==> config.mk <==
export PLATFORM = sky130hd
export DESIGN_NAME = pipe_hazard_ctrl_flat
export DESIGN_NICKNAME = d
export VERILOG_FILES = /design/src/rtl/pipe_hazard_if.sv /design/src/rtl/pipe_hazard_ctrl.sv /design/src/flat_wrapper.sv
export SDC_FILE = /design/constraint.sdc
export NUM_CORES = 1
export LEC_CHECK = 0
export ABC_AREA = 0
export CORE_ASPECT_RATIO = 1.5
export CORE_MARGIN = 2
export CORE_UTILIZATION = 30
export CTS_BUF_LIST = sky130_fd_sc_hd__clkbuf_8
export CTS_CLUSTER_DIAMETER = 60
export CTS_CLUSTER_SIZE = 25
export DETAILED_ROUTE_END_ITERATION = 7
export PLACE_DENSITY_LB_ADDON = 0.08
export SETUP_SLACK_MARGIN = 0.2
export SLEW_MARGIN = 25
export SYNTH_ARGS = -nofsm -noshare
export SYNTH_HDL_FRONTEND = slang
export SYNTH_SLANG_ARGS = --single-unit
==> constraint.sdc <==
create_clock -name clk -period 3.6 [get_ports clk]
set_input_delay 0.9 -clock clk [delete_from_list [all_inputs] [get_ports clk]]
set_output_delay 0.9 -clock clk [all_outputs]
set_load 0.02 [all_outputs]
==> src/rtl/pipe_hazard_if.sv <==
// Signal bundle between the pipeline datapath and the hazard/stall sequencer.
// The datapath is the master: it reports ID/EXE/MEM status and receives the stall/flush controls.
interface pipe_hazard_if #(
  parameter int REG_W = 4,
  parameter int CNT_W = 16
);
  logic             fwd_en;
  logic             id_valid;
  logic [REG_W-1:0] id_src1;
  logic [REG_W-1:0] id_src2;
  logic             id_two_src;
  logic [REG_W-1:0] exe_dest;
  logic             exe_wb_en;
  logic             exe_mem_read;
  logic [REG_W-1:0] mem_dest;
  logic             mem_wb_en;
  logic             branch_taken;
  logic             mem_busy;
  logic             pc_freeze;
  logic             ifid_freeze;
  logic             ifid_flush;
  logic             idex_bubble;
  logic             freeze_all;
  logic             mem_timeout;
  logic [CNT_W-1:0] stall_cycles;
  logic [1:0]       state;

  modport master (
    output fwd_en, id_valid, id_src1, id_src2, id_two_src, exe_dest, exe_wb_en,
           exe_mem_read, mem_dest, mem_wb_en, branch_taken, mem_busy,
    input  pc_freeze, ifid_freeze, ifid_flush, idex_bubble, freeze_all,
           mem_timeout, stall_cycles, state
  );

  modport slave (
    input  fwd_en, id_valid, id_src1, id_src2, id_two_src, exe_dest, exe_wb_en,
           exe_mem_read, mem_dest, mem_wb_en, branch_taken, mem_busy,
    output pc_freeze, ifid_freeze, ifid_flush, idex_bubble, freeze_all,
           mem_timeout, stall_cycles, state
  );
endinterface

==> src/rtl/pipe_hazard_ctrl.sv <==
// IF/ID + PC sequencer: RAW hazard stalls, multi-cycle branch flush, data-memory wait freeze,
// wait watchdog and a saturating stall-cycle counter.
module pipe_hazard_ctrl #(
  parameter int REG_W        = 4,
  parameter int FLUSH_CYCLES = 1,
  parameter int MAX_WAIT     = 255,
  parameter int CNT_W        = 16
) (
  input  logic          clk,
  input  logic          rst,
  pipe_hazard_if.slave  bus
);
  localparam int FC_W = (FLUSH_CYCLES > 1) ? $clog2(FLUSH_CYCLES) : 1;
  localparam int WC_W = $clog2(MAX_WAIT + 1);
  localparam logic [FC_W-1:0] FLUSH_RELOAD = FC_W'(FLUSH_CYCLES - 1);
  localparam logic [WC_W-1:0] WAIT_MAX     = WC_W'(MAX_WAIT);
  localparam logic [WC_W-1:0] WAIT_LAST    = WC_W'(MAX_WAIT - 1);

  typedef enum logic [1:0] {
    ST_RUN      = 2'd0,
    ST_FLUSH    = 2'd1,
    ST_MEM_WAIT = 2'd2
  } state_t;

  state_t          state_q, state_n;
  logic [FC_W-1:0] flush_cnt_q, flush_cnt_n, flush_dec;
  logic [WC_W-1:0] wait_cnt_q;
  logic            timeout_q;
  logic [CNT_W-1:0] stall_q;

  logic m_src1, m_src2, hazard;
  logic pc_freeze_c, ifid_freeze_c, ifid_flush_c, idex_bubble_c, freeze_all_c;

  // With forwarding only a load in EXE can't be bypassed; without it any pending write stalls.
  assign m_src1 = (bus.exe_wb_en && bus.exe_dest == bus.id_src1 && (!bus.fwd_en || bus.exe_mem_read))
                || (!bus.fwd_en && bus.mem_wb_en && bus.mem_dest == bus.id_src1);
  assign m_src2 = (bus.exe_wb_en && bus.exe_dest == bus.id_src2 && (!bus.fwd_en || bus.exe_mem_read))
                || (!bus.fwd_en && bus.mem_wb_en && bus.mem_dest == bus.id_src2);
  assign hazard = bus.id_valid && (m_src1 || (bus.id_two_src && m_src2));

  assign flush_dec = flush_cnt_q - 1'b1;

  always_comb begin
    // NOTE: every variable gets a default here first, so no path can infer a latch.
    state_n       = state_q;
    flush_cnt_n   = flush_cnt_q;
    pc_freeze_c   = 1'b0;
    ifid_freeze_c = 1'b0;
    ifid_flush_c  = 1'b0;
    idex_bubble_c = 1'b0;
    freeze_all_c  = 1'b0;
    if (bus.mem_busy) begin
      // A pending flush keeps its state and count and resumes once memory is ready.
      freeze_all_c = 1'b1;
      if (state_q == ST_RUN) state_n = ST_MEM_WAIT;
    end else if (bus.branch_taken) begin
      ifid_flush_c  = 1'b1;
      idex_bubble_c = 1'b1;
      flush_cnt_n   = FLUSH_RELOAD;
      state_n       = (FLUSH_CYCLES > 1) ? ST_FLUSH : ST_RUN;
    end else if (state_q == ST_FLUSH) begin
      ifid_flush_c  = 1'b1;
      idex_bubble_c = 1'b1;
      if (flush_cnt_q <= 1) begin
        flush_cnt_n = '0;
        state_n     = ST_RUN;
      end else begin
        flush_cnt_n = flush_dec;
      end
    end else begin
      // RUN, or the first ready cycle leaving MEM_WAIT.
      state_n = ST_RUN;
      if (hazard) begin
        pc_freeze_c   = 1'b1;
        ifid_freeze_c = 1'b1;
        idex_bubble_c = 1'b1;
      end
    end
  end

  // NOTE: sequential state uses non-blocking assignments so every register samples pre-edge values.
  always_ff @(posedge clk) begin
    if (rst) begin
      state_q     <= ST_RUN;
      flush_cnt_q <= '0;
      wait_cnt_q  <= '0;
      timeout_q   <= 1'b0;
      stall_q     <= '0;
    end else begin
      state_q     <= state_n;
      flush_cnt_q <= flush_cnt_n;
      if (!bus.mem_busy)              wait_cnt_q <= '0;
      else if (wait_cnt_q != WAIT_MAX) wait_cnt_q <= wait_cnt_q + 1'b1;
      if (bus.mem_busy && wait_cnt_q == WAIT_LAST) timeout_q <= 1'b1;
      if ((pc_freeze_c || freeze_all_c) && stall_q != '1) stall_q <= stall_q + 1'b1;
    end
  end

  // Every output reads zero while reset is held, including the registered ones.
  assign bus.pc_freeze    = pc_freeze_c   && !rst;
  assign bus.ifid_freeze  = ifid_freeze_c && !rst;
  assign bus.ifid_flush   = ifid_flush_c  && !rst;
  assign bus.idex_bubble  = idex_bubble_c && !rst;
  assign bus.freeze_all   = freeze_all_c  && !rst;
  assign bus.mem_timeout  = timeout_q     && !rst;
  assign bus.stall_cycles = rst ? '0 : stall_q;
  assign bus.state        = rst ? 2'd0 : state_q;
endmodule

==> src/flat_wrapper.sv <==
// flat-port wrapper written by rule: the top's interface ports become plain ports
module pipe_hazard_ctrl_flat 
#(
  parameter int REG_W        = 4,
  parameter int FLUSH_CYCLES = 1,
  parameter int MAX_WAIT     = 255,
  parameter int CNT_W        = 16
)
  (clk, rst, bus_fwd_en, bus_id_valid, bus_id_src1, bus_id_src2, bus_id_two_src, bus_exe_dest, bus_exe_wb_en, bus_exe_mem_read, bus_mem_dest, bus_mem_wb_en, bus_branch_taken, bus_mem_busy, bus_pc_freeze, bus_ifid_freeze, bus_ifid_flush, bus_idex_bubble, bus_freeze_all, bus_mem_timeout, bus_stall_cycles, bus_state);
  pipe_hazard_if #(.REG_W(REG_W), .CNT_W(CNT_W)) bus_i ();
  input  logic clk;
  input  logic rst;
  input wire logic [$bits(bus_i.fwd_en)-1:0] bus_fwd_en;
  input wire logic [$bits(bus_i.id_valid)-1:0] bus_id_valid;
  input wire logic [$bits(bus_i.id_src1)-1:0] bus_id_src1;
  input wire logic [$bits(bus_i.id_src2)-1:0] bus_id_src2;
  input wire logic [$bits(bus_i.id_two_src)-1:0] bus_id_two_src;
  input wire logic [$bits(bus_i.exe_dest)-1:0] bus_exe_dest;
  input wire logic [$bits(bus_i.exe_wb_en)-1:0] bus_exe_wb_en;
  input wire logic [$bits(bus_i.exe_mem_read)-1:0] bus_exe_mem_read;
  input wire logic [$bits(bus_i.mem_dest)-1:0] bus_mem_dest;
  input wire logic [$bits(bus_i.mem_wb_en)-1:0] bus_mem_wb_en;
  input wire logic [$bits(bus_i.branch_taken)-1:0] bus_branch_taken;
  input wire logic [$bits(bus_i.mem_busy)-1:0] bus_mem_busy;
  output wire logic [$bits(bus_i.pc_freeze)-1:0] bus_pc_freeze;
  output wire logic [$bits(bus_i.ifid_freeze)-1:0] bus_ifid_freeze;
  output wire logic [$bits(bus_i.ifid_flush)-1:0] bus_ifid_flush;
  output wire logic [$bits(bus_i.idex_bubble)-1:0] bus_idex_bubble;
  output wire logic [$bits(bus_i.freeze_all)-1:0] bus_freeze_all;
  output wire logic [$bits(bus_i.mem_timeout)-1:0] bus_mem_timeout;
  output wire logic [$bits(bus_i.stall_cycles)-1:0] bus_stall_cycles;
  output wire logic [$bits(bus_i.state)-1:0] bus_state;
  assign bus_i.fwd_en = bus_fwd_en;
  assign bus_i.id_valid = bus_id_valid;
  assign bus_i.id_src1 = bus_id_src1;
  assign bus_i.id_src2 = bus_id_src2;
  assign bus_i.id_two_src = bus_id_two_src;
  assign bus_i.exe_dest = bus_exe_dest;
  assign bus_i.exe_wb_en = bus_exe_wb_en;
  assign bus_i.exe_mem_read = bus_exe_mem_read;
  assign bus_i.mem_dest = bus_mem_dest;
  assign bus_i.mem_wb_en = bus_mem_wb_en;
  assign bus_i.branch_taken = bus_branch_taken;
  assign bus_i.mem_busy = bus_mem_busy;
  assign bus_pc_freeze = bus_i.pc_freeze;
  assign bus_ifid_freeze = bus_i.ifid_freeze;
  assign bus_ifid_flush = bus_i.ifid_flush;
  assign bus_idex_bubble = bus_i.idex_bubble;
  assign bus_freeze_all = bus_i.freeze_all;
  assign bus_mem_timeout = bus_i.mem_timeout;
  assign bus_stall_cycles = bus_i.stall_cycles;
  assign bus_state = bus_i.state;
  pipe_hazard_ctrl #(.REG_W(REG_W), .FLUSH_CYCLES(FLUSH_CYCLES), .MAX_WAIT(MAX_WAIT), .CNT_W(CNT_W)) u_core (.clk(clk), .rst(rst), .bus(bus_i));
endmodule
Word level (Yosys, flattened, before mapping) --
Index checks and enable logic that the tools add are counted.
Word-level totals: register bits after elaboration 26, input port bits 26, output and inout bits 24, logic and storage cells 49
Operators by class: add/subtract/negate cells 2, equality and inequality tests 7, muxes and demuxes 10, bitwise logic cells 1, reductions and logical operators 25
Operators by type and width (count):
- $add 16x1->16 const B | 1
- $eq 4x4->1 | 4
- $logic_and 1x1->1 | 16
- $mux 16 | 1
- $ne 16x16->1 const B | 1
- $add 8x1->8 const B | 1
- $eq 8x8->1 const B | 1
- $mux 1 | 8
- $ne 8x8->1 const B | 1
- $logic_or 1x1->1 | 5
- $logic_not 1->1 | 2
- $logic_not 2->1 | 1
- $mux 2 | 1
- $reduce_or 2->1 | 1
- $not 1->1 | 1

Logic depth before layout (Yosys ltp) --
Gate-level depths: netlist of run 1.
depth after elaboration 12, depth in mapped cells 9, depth with buffers taken out 8

Worst setup path after synthesis of run 1 --
Ideal clock, no wire load.
path kind input port to output port, from input bus_id_src1[0], to output bus_pc_freeze, data arrival time 2.592 ns, data required time 2.700 ns, path slack 0.108 ns, cell stages on the path 6, buffers on the path 1, cell sequence xor2_1 nor3_1 a31oi_1 a211oi_4 nor3b_1 buf_4
On the way: word-level cells in the longest chain between the ends 10, elaborated cells between the ends (all ways) 12, those cells by class eq/ne (2); mux (3); reduce/logical (7)
RTL lines:
- start: declaration | line flat_wrapper.sv:15 | input wire logic [$bits(bus_i.id_src1)-1:0] bus_id_src1;
- $eq 4x4->1 | line pipe_hazard_ctrl.sv:35 | assign m_src1 = (bus.exe_wb_en && bus.exe_dest == bus.id_src1 && (!bus.fwd_en || bus.exe_mem_read))
- $logic_and 1x1->1 (2 in a row) | line pipe_hazard_ctrl.sv:35
- $logic_or 1x1->1 * | line pipe_hazard_ctrl.sv:36 | || (!bus.fwd_en && bus.mem_wb_en && bus.mem_dest == bus.id_src1);
- $logic_or 1x1->1 * | line pipe_hazard_ctrl.sv:39 | assign hazard = bus.id_valid && (m_src1 || (bus.id_two_src && m_src2));
- $logic_and 1x1->1 * | line pipe_hazard_ctrl.sv:39
- $mux 1 * (3 in a row)
- $logic_and 1x1->1 *
- end: declaration | line flat_wrapper.sv:25 | output wire logic [$bits(bus_i.pc_freeze)-1:0] bus_pc_freeze;
Every way passes the cells marked *; elsewhere a longest branch is shown, timed or not.

Worst setup path after layout of run 1 --
from input bus_id_src1[2], to output bus_pc_freeze
On the way: word-level cells in the longest chain between the ends 10, elaborated cells between the ends (all ways) 12, those cells by class eq/ne (2); mux (3); reduce/logical (7)
RTL lines:
- $eq 4x4->1 | line pipe_hazard_ctrl.sv:35
- $logic_and 1x1->1 (2 in a row) | line pipe_hazard_ctrl.sv:35
- $logic_or 1x1->1 * | line pipe_hazard_ctrl.sv:36
- $logic_or 1x1->1 * | line pipe_hazard_ctrl.sv:39
- $logic_and 1x1->1 * | line pipe_hazard_ctrl.sv:39
- $mux 1 * | line pipe_hazard_ctrl.sv:73 | if (hazard) begin
- $mux 1 * | line pipe_hazard_ctrl.sv:56 | end else if (bus.branch_taken) begin
- $mux 1 * | line pipe_hazard_ctrl.sv:52 | if (bus.mem_busy) begin
- $logic_and 1x1->1 * | line pipe_hazard_ctrl.sv:100 | assign bus.pc_freeze = pc_freeze_c && !rst;
Marked as above.

==> run summary, run 1 <==
The detail route stage leaves a number of antenna-violating nets equal to 0. For the mapped cell area, the log shows 1590 sq um. Fill cells in the final layout number 569. Counting along the longest clock path gives a buffer depth of 2. The die covers 5900 sq um.

The clock drives 26 sinks. The routed layout has 1473 vias. The wire length per cell came out at 12.0 um.

For this run, the detailed router's first-pass iteration total came to 4. The post-DP HPWL was 2970 um; the worst endpoint required time was 2.70 ns. The total power per unit cell area works out to 260 nW/um^2. Maximum number of pins on one net before global-route repair: 19. The clock period could shrink to 3.29 ns. The run gives 32.8% as the register area share after synthesis. The number of buffers added by the clock tree synthesis step is 3, and the part of the cycle the worst path needs is 91.3%.

For this block, the initial DRC count from the detailed router was 46. Type of the worst min-delay path: reg2reg. The placeable core region is 5120 sq um. The run gives 0 as the number of warning messages in the yosys log.

The number of placement rows came out at 32. In this run the clock root is driven by a sky130_fd_sc_hd__clkbuf_8. 0 antenna diodes ended up in the layout.

The number of cells on the worst reg-to-reg path is 9. After technology mapping, the gate count stands at 191. The synthesis-to-finish area growth was 42.9%; the detailed-routed wire length on met2 was 1960 um. Setup repair after global routing left no endpoint under its margin. The logs give 6090 um for the global-route wire length before repair and 0 for the initial antenna violation count.

Highest metal layer used by the detailed router: met4. The critical path data arrival time was 2.39 ns. The number of max-slew violations in the final report was 0. The number of synthesized flops with an enable pin is 0, and the part of the total power dissipated in sequential elements is 50.3%. The number of nets handed over by synthesis was 220.

The run gives 0 as the total count of hold-check failures in the final report. The number of hold-repair buffers added at the cts stage came out at 0. For this run, the top clock speed supported by timing is 304 MHz. The total overflow left after global routing is 0. In the routed layout, each cell is associated on average with a via count of 4.74. In this run the tool buffered the top-level ports with 48 buffer cells.

Of the cells placed in the final design, the portion with a size suffix greater than 1 is 14.8%. Global routing consumed, over all layers together, 12.9% of the routing resources. The synthesized netlist contains 39 unique library cells. The fraction of registers with async set/reset is 0%. The run gives 50 as the I/O pin total.

The synthesized netlist devotes 2.36% of its cell area to adder and majority cells. The amount of wire on met3 after detailed routing was 157 um. The worst setup path is captured at an output port. The depth of the worst hold-timing path is 2. Averaged over all synthesized cells, the footprint is 8.31 sq um. The max-capacitance violation count is 0, and the part of the total power dissipated in the clock network is 32.6%. After detailed routing, the number of remaining DRC violations is 0. The synthesized flop and latch total was 26; the maximum vdd ir drop was 136 uV. TritonCTS built the clock tree. Across all hold checks on the routed design, the worst slack comes to 0.531 ns.

The critical path is of the in2out type. The share of total power dissipated in combinational logic is 17.2%. The tools report the depth of the CTS H-tree as 1.

Measured along the x axis, the die boundary spans 63.4 um. The final core utilization was 44.3%; the simple-gate portion of the synthesized area was 30.9%. Setup violations remaining at the end of the flow were counted as 0.

The tools report the element type at the critical path start as an input port. Net switching is 25.1% of the power. After detailed routing, the wire length on met1 is 1580 um. In the final timing run, aggregate negative setup slack is 0 ns.

In the final design database the tool counted 273 nets. The final setup skew came out at 0.00344 ns. The die height was 93.1 um. The flow ran to the end, and the final reports show no timing, DRC or antenna violations. Registers take 520 sq um. The congestion estimate from routability-driven global placement came to 0.706.

The post-synthesis xor/xnor area fraction came out at 12.7%. The multi-input combinational cells in the finished layout cover a total of 1030 sq um. By area, the combinational part of the netlist is dominated by simple AND/OR/NAND/NOR gates. The analysis attributes to cell leakage a power of 0.921 nW. Along the worst path, the maximum fanout reaches 2. After clock tree synthesis, the clock-pin slew on the worst setup and hold paths is 0.09 ns.

Summing the areas of all compound-gate instances in the mapped netlist gives 10.6% of the synthesized area. The mux contribution to synthesized area is 5.52%, and the cell-internal power is 0.000441 W. The via count of the first global-routing pass was 1430. In the synthesized netlist the dominant register cell turns out to be sky130_fd_sc_hd__dfxtp_1. Summed over all nets, the switching power comes to 0.000148 W. For the initial standard-cell utilization of the core, the log shows 31.0%.

Clock latency on the worst-skew pair, taken at its later pin, is 0.27 ns. Leaving out fill and tap cells, the most frequent cells in the layout are 26 x sky130_fd_sc_hd__clkdlybuf4s50_1, 26 x sky130_fd_sc_hd__dfxtp_1, 22 x sky130_fd_sc_hd__nor2_1. The routed design has 3730 um of wire.
==> power groups by stage <==
stage          combinational (W)  clock [W]  sequential [W]
2_1_floorplan          0.0000495          0        0.000301
3_5_place_dp            0.000103          0        0.000303
4_1_cts                 0.000101   0.000199        0.000296
6_report                0.000101   0.000192        0.000296
3_3_place_gp            0.000103          0        0.000303
5_1_grt                 0.000110   0.000211        0.000297
==> cell type report <==
class                      count  area share (%)
tap                           68            3.75
sequential                    26            22.9
clock buffer                   4            2.43
inverter                       7            1.16
multi-input combinational    148            45.6
timing repair buffer          58            24.2
==> routing by layer <==
layer | vias up | track usage, %
met4 | 0 | 3.80
met1 | 669 | 14.3
li1 | 763 | -
met3 | 2 | 2.17
met2 | 39 | 24.6
met5 | - | 0
==> cell families after synthesis <==
| group | Yosys count |
|---|---|
| multiplexers | 8 |
| buffers and inverters | 17 |
| XOR/XNOR | 23 |
| other | 1 |
| AND/OR/NAND/NOR | 90 |
| adder cells (fa/ha/maj) | 3 |
| AO/OA/AOI/OAI | 23 |
| flip-flops | 26 |
==> per-stage QoR <==
| step | worst slack (ns) | total power, W | cells | cell area (sq um) |
|---|---|---|---|---|
| floorplan | 0.359 | 0.000351 | 191 | 1590 |
| global placement | -0.333 | 0.000406 | 306 | 2170 |
| detailed placement | -0.347 | 0.000406 | 306 | 2170 |
| CTS | 0.213 | 0.000596 | 311 | 2230 |
| global route | 0.197 | 0.000619 | 311 | 2270 |
| finish | 0.314 | 0.000589 | 311 | 2270 |
==> synth_stat cells (2+ instances only) <==
library cell               number  area, sq um
sky130_fd_sc_hd__a21oi_1        5         25.0
sky130_fd_sc_hd__a31oi_1        4         25.0
sky130_fd_sc_hd__and3_1         3         18.8
sky130_fd_sc_hd__and4_1         3         26.3
sky130_fd_sc_hd__buf_4          2         15.0
sky130_fd_sc_hd__clkbuf_1       6         22.5
sky130_fd_sc_hd__dfxtp_1       26          521
sky130_fd_sc_hd__ha_1           3         37.5
sky130_fd_sc_hd__inv_1          7         26.3
sky130_fd_sc_hd__mux2_1         2         22.5
sky130_fd_sc_hd__mux2_2         4         45.0
sky130_fd_sc_hd__mux2i_1        2         20.0
sky130_fd_sc_hd__nand2_1       11         41.3
sky130_fd_sc_hd__nand2b_1       2         12.5
sky130_fd_sc_hd__nand3_1        5         25.0
sky130_fd_sc_hd__nand4_1        8         50.1
sky130_fd_sc_hd__nor2_1        22         82.6
sky130_fd_sc_hd__nor2b_1       17          106
sky130_fd_sc_hd__nor3_1         6         30.0
sky130_fd_sc_hd__nor3b_1        2         15.0
sky130_fd_sc_hd__nor4b_1        2         17.5
sky130_fd_sc_hd__o211ai_1       2         15.0
sky130_fd_sc_hd__o21ai_0        6         30.0
sky130_fd_sc_hd__or2_2          2         12.5
sky130_fd_sc_hd__or4_1          4         30.0
sky130_fd_sc_hd__xnor2_1       10         87.6
sky130_fd_sc_hd__xor2_1        13          114
==> flip-flops by register name, indices dropped and copies added (netlist names) <==
register / flops
u_core.timeout_q: 1
u_core.stall_q: 16
u_core.wait_cnt_q: 8
u_core.state_q: 1
==> repair_timing <==
item                                    4_1_cts  5_1_grt
pin swaps                                     8        5
gates resized for setup                      33       10
setup buffers                                 1        0
endpoints found under the setup margin        3        3
==> critical path: stages <==
cell                            delay (ns)
sky130_fd_sc_hd__dlygate4sd2_1        0.26
sky130_fd_sc_hd__xor2_1               0.17
sky130_fd_sc_hd__nor3_2               0.21
sky130_fd_sc_hd__a31oi_2              0.16
sky130_fd_sc_hd__a211oi_4             0.27
sky130_fd_sc_hd__nor3b_4              0.26
sky130_fd_sc_hd__buf_6                0.15
==> path summary, 6_finish.rpt <==
| kind | startpoint | endpoint | slack [ns] |
|---|---|---|---|
| worst max register to register | u_core.stall_q[3]$_SDFFE_PP0P_ | u_core.stall_q[1]$_SDFFE_PP0P_ | 1.45 |
| worst min register to register | u_core.stall_q[8]$_SDFFE_PP0P_ | u_core.stall_q[8]$_SDFFE_PP0P_ | 0.53 |
| worst min-delay path | u_core.stall_q[8]$_SDFFE_PP0P_ | u_core.stall_q[8]$_SDFFE_PP0P_ | 0.53 |
| worst max-delay path | bus_id_src1[2] | bus_pc_freeze | 0.31 |
No activity file was read; power rests on OpenSTA's default activity.
==> run 2, diff against run 1 <==
TNS_END_PERCENT = 100   (was default)
==> results of run 2 <==
Final layout, timing and power as in run 1 (identical DEF).
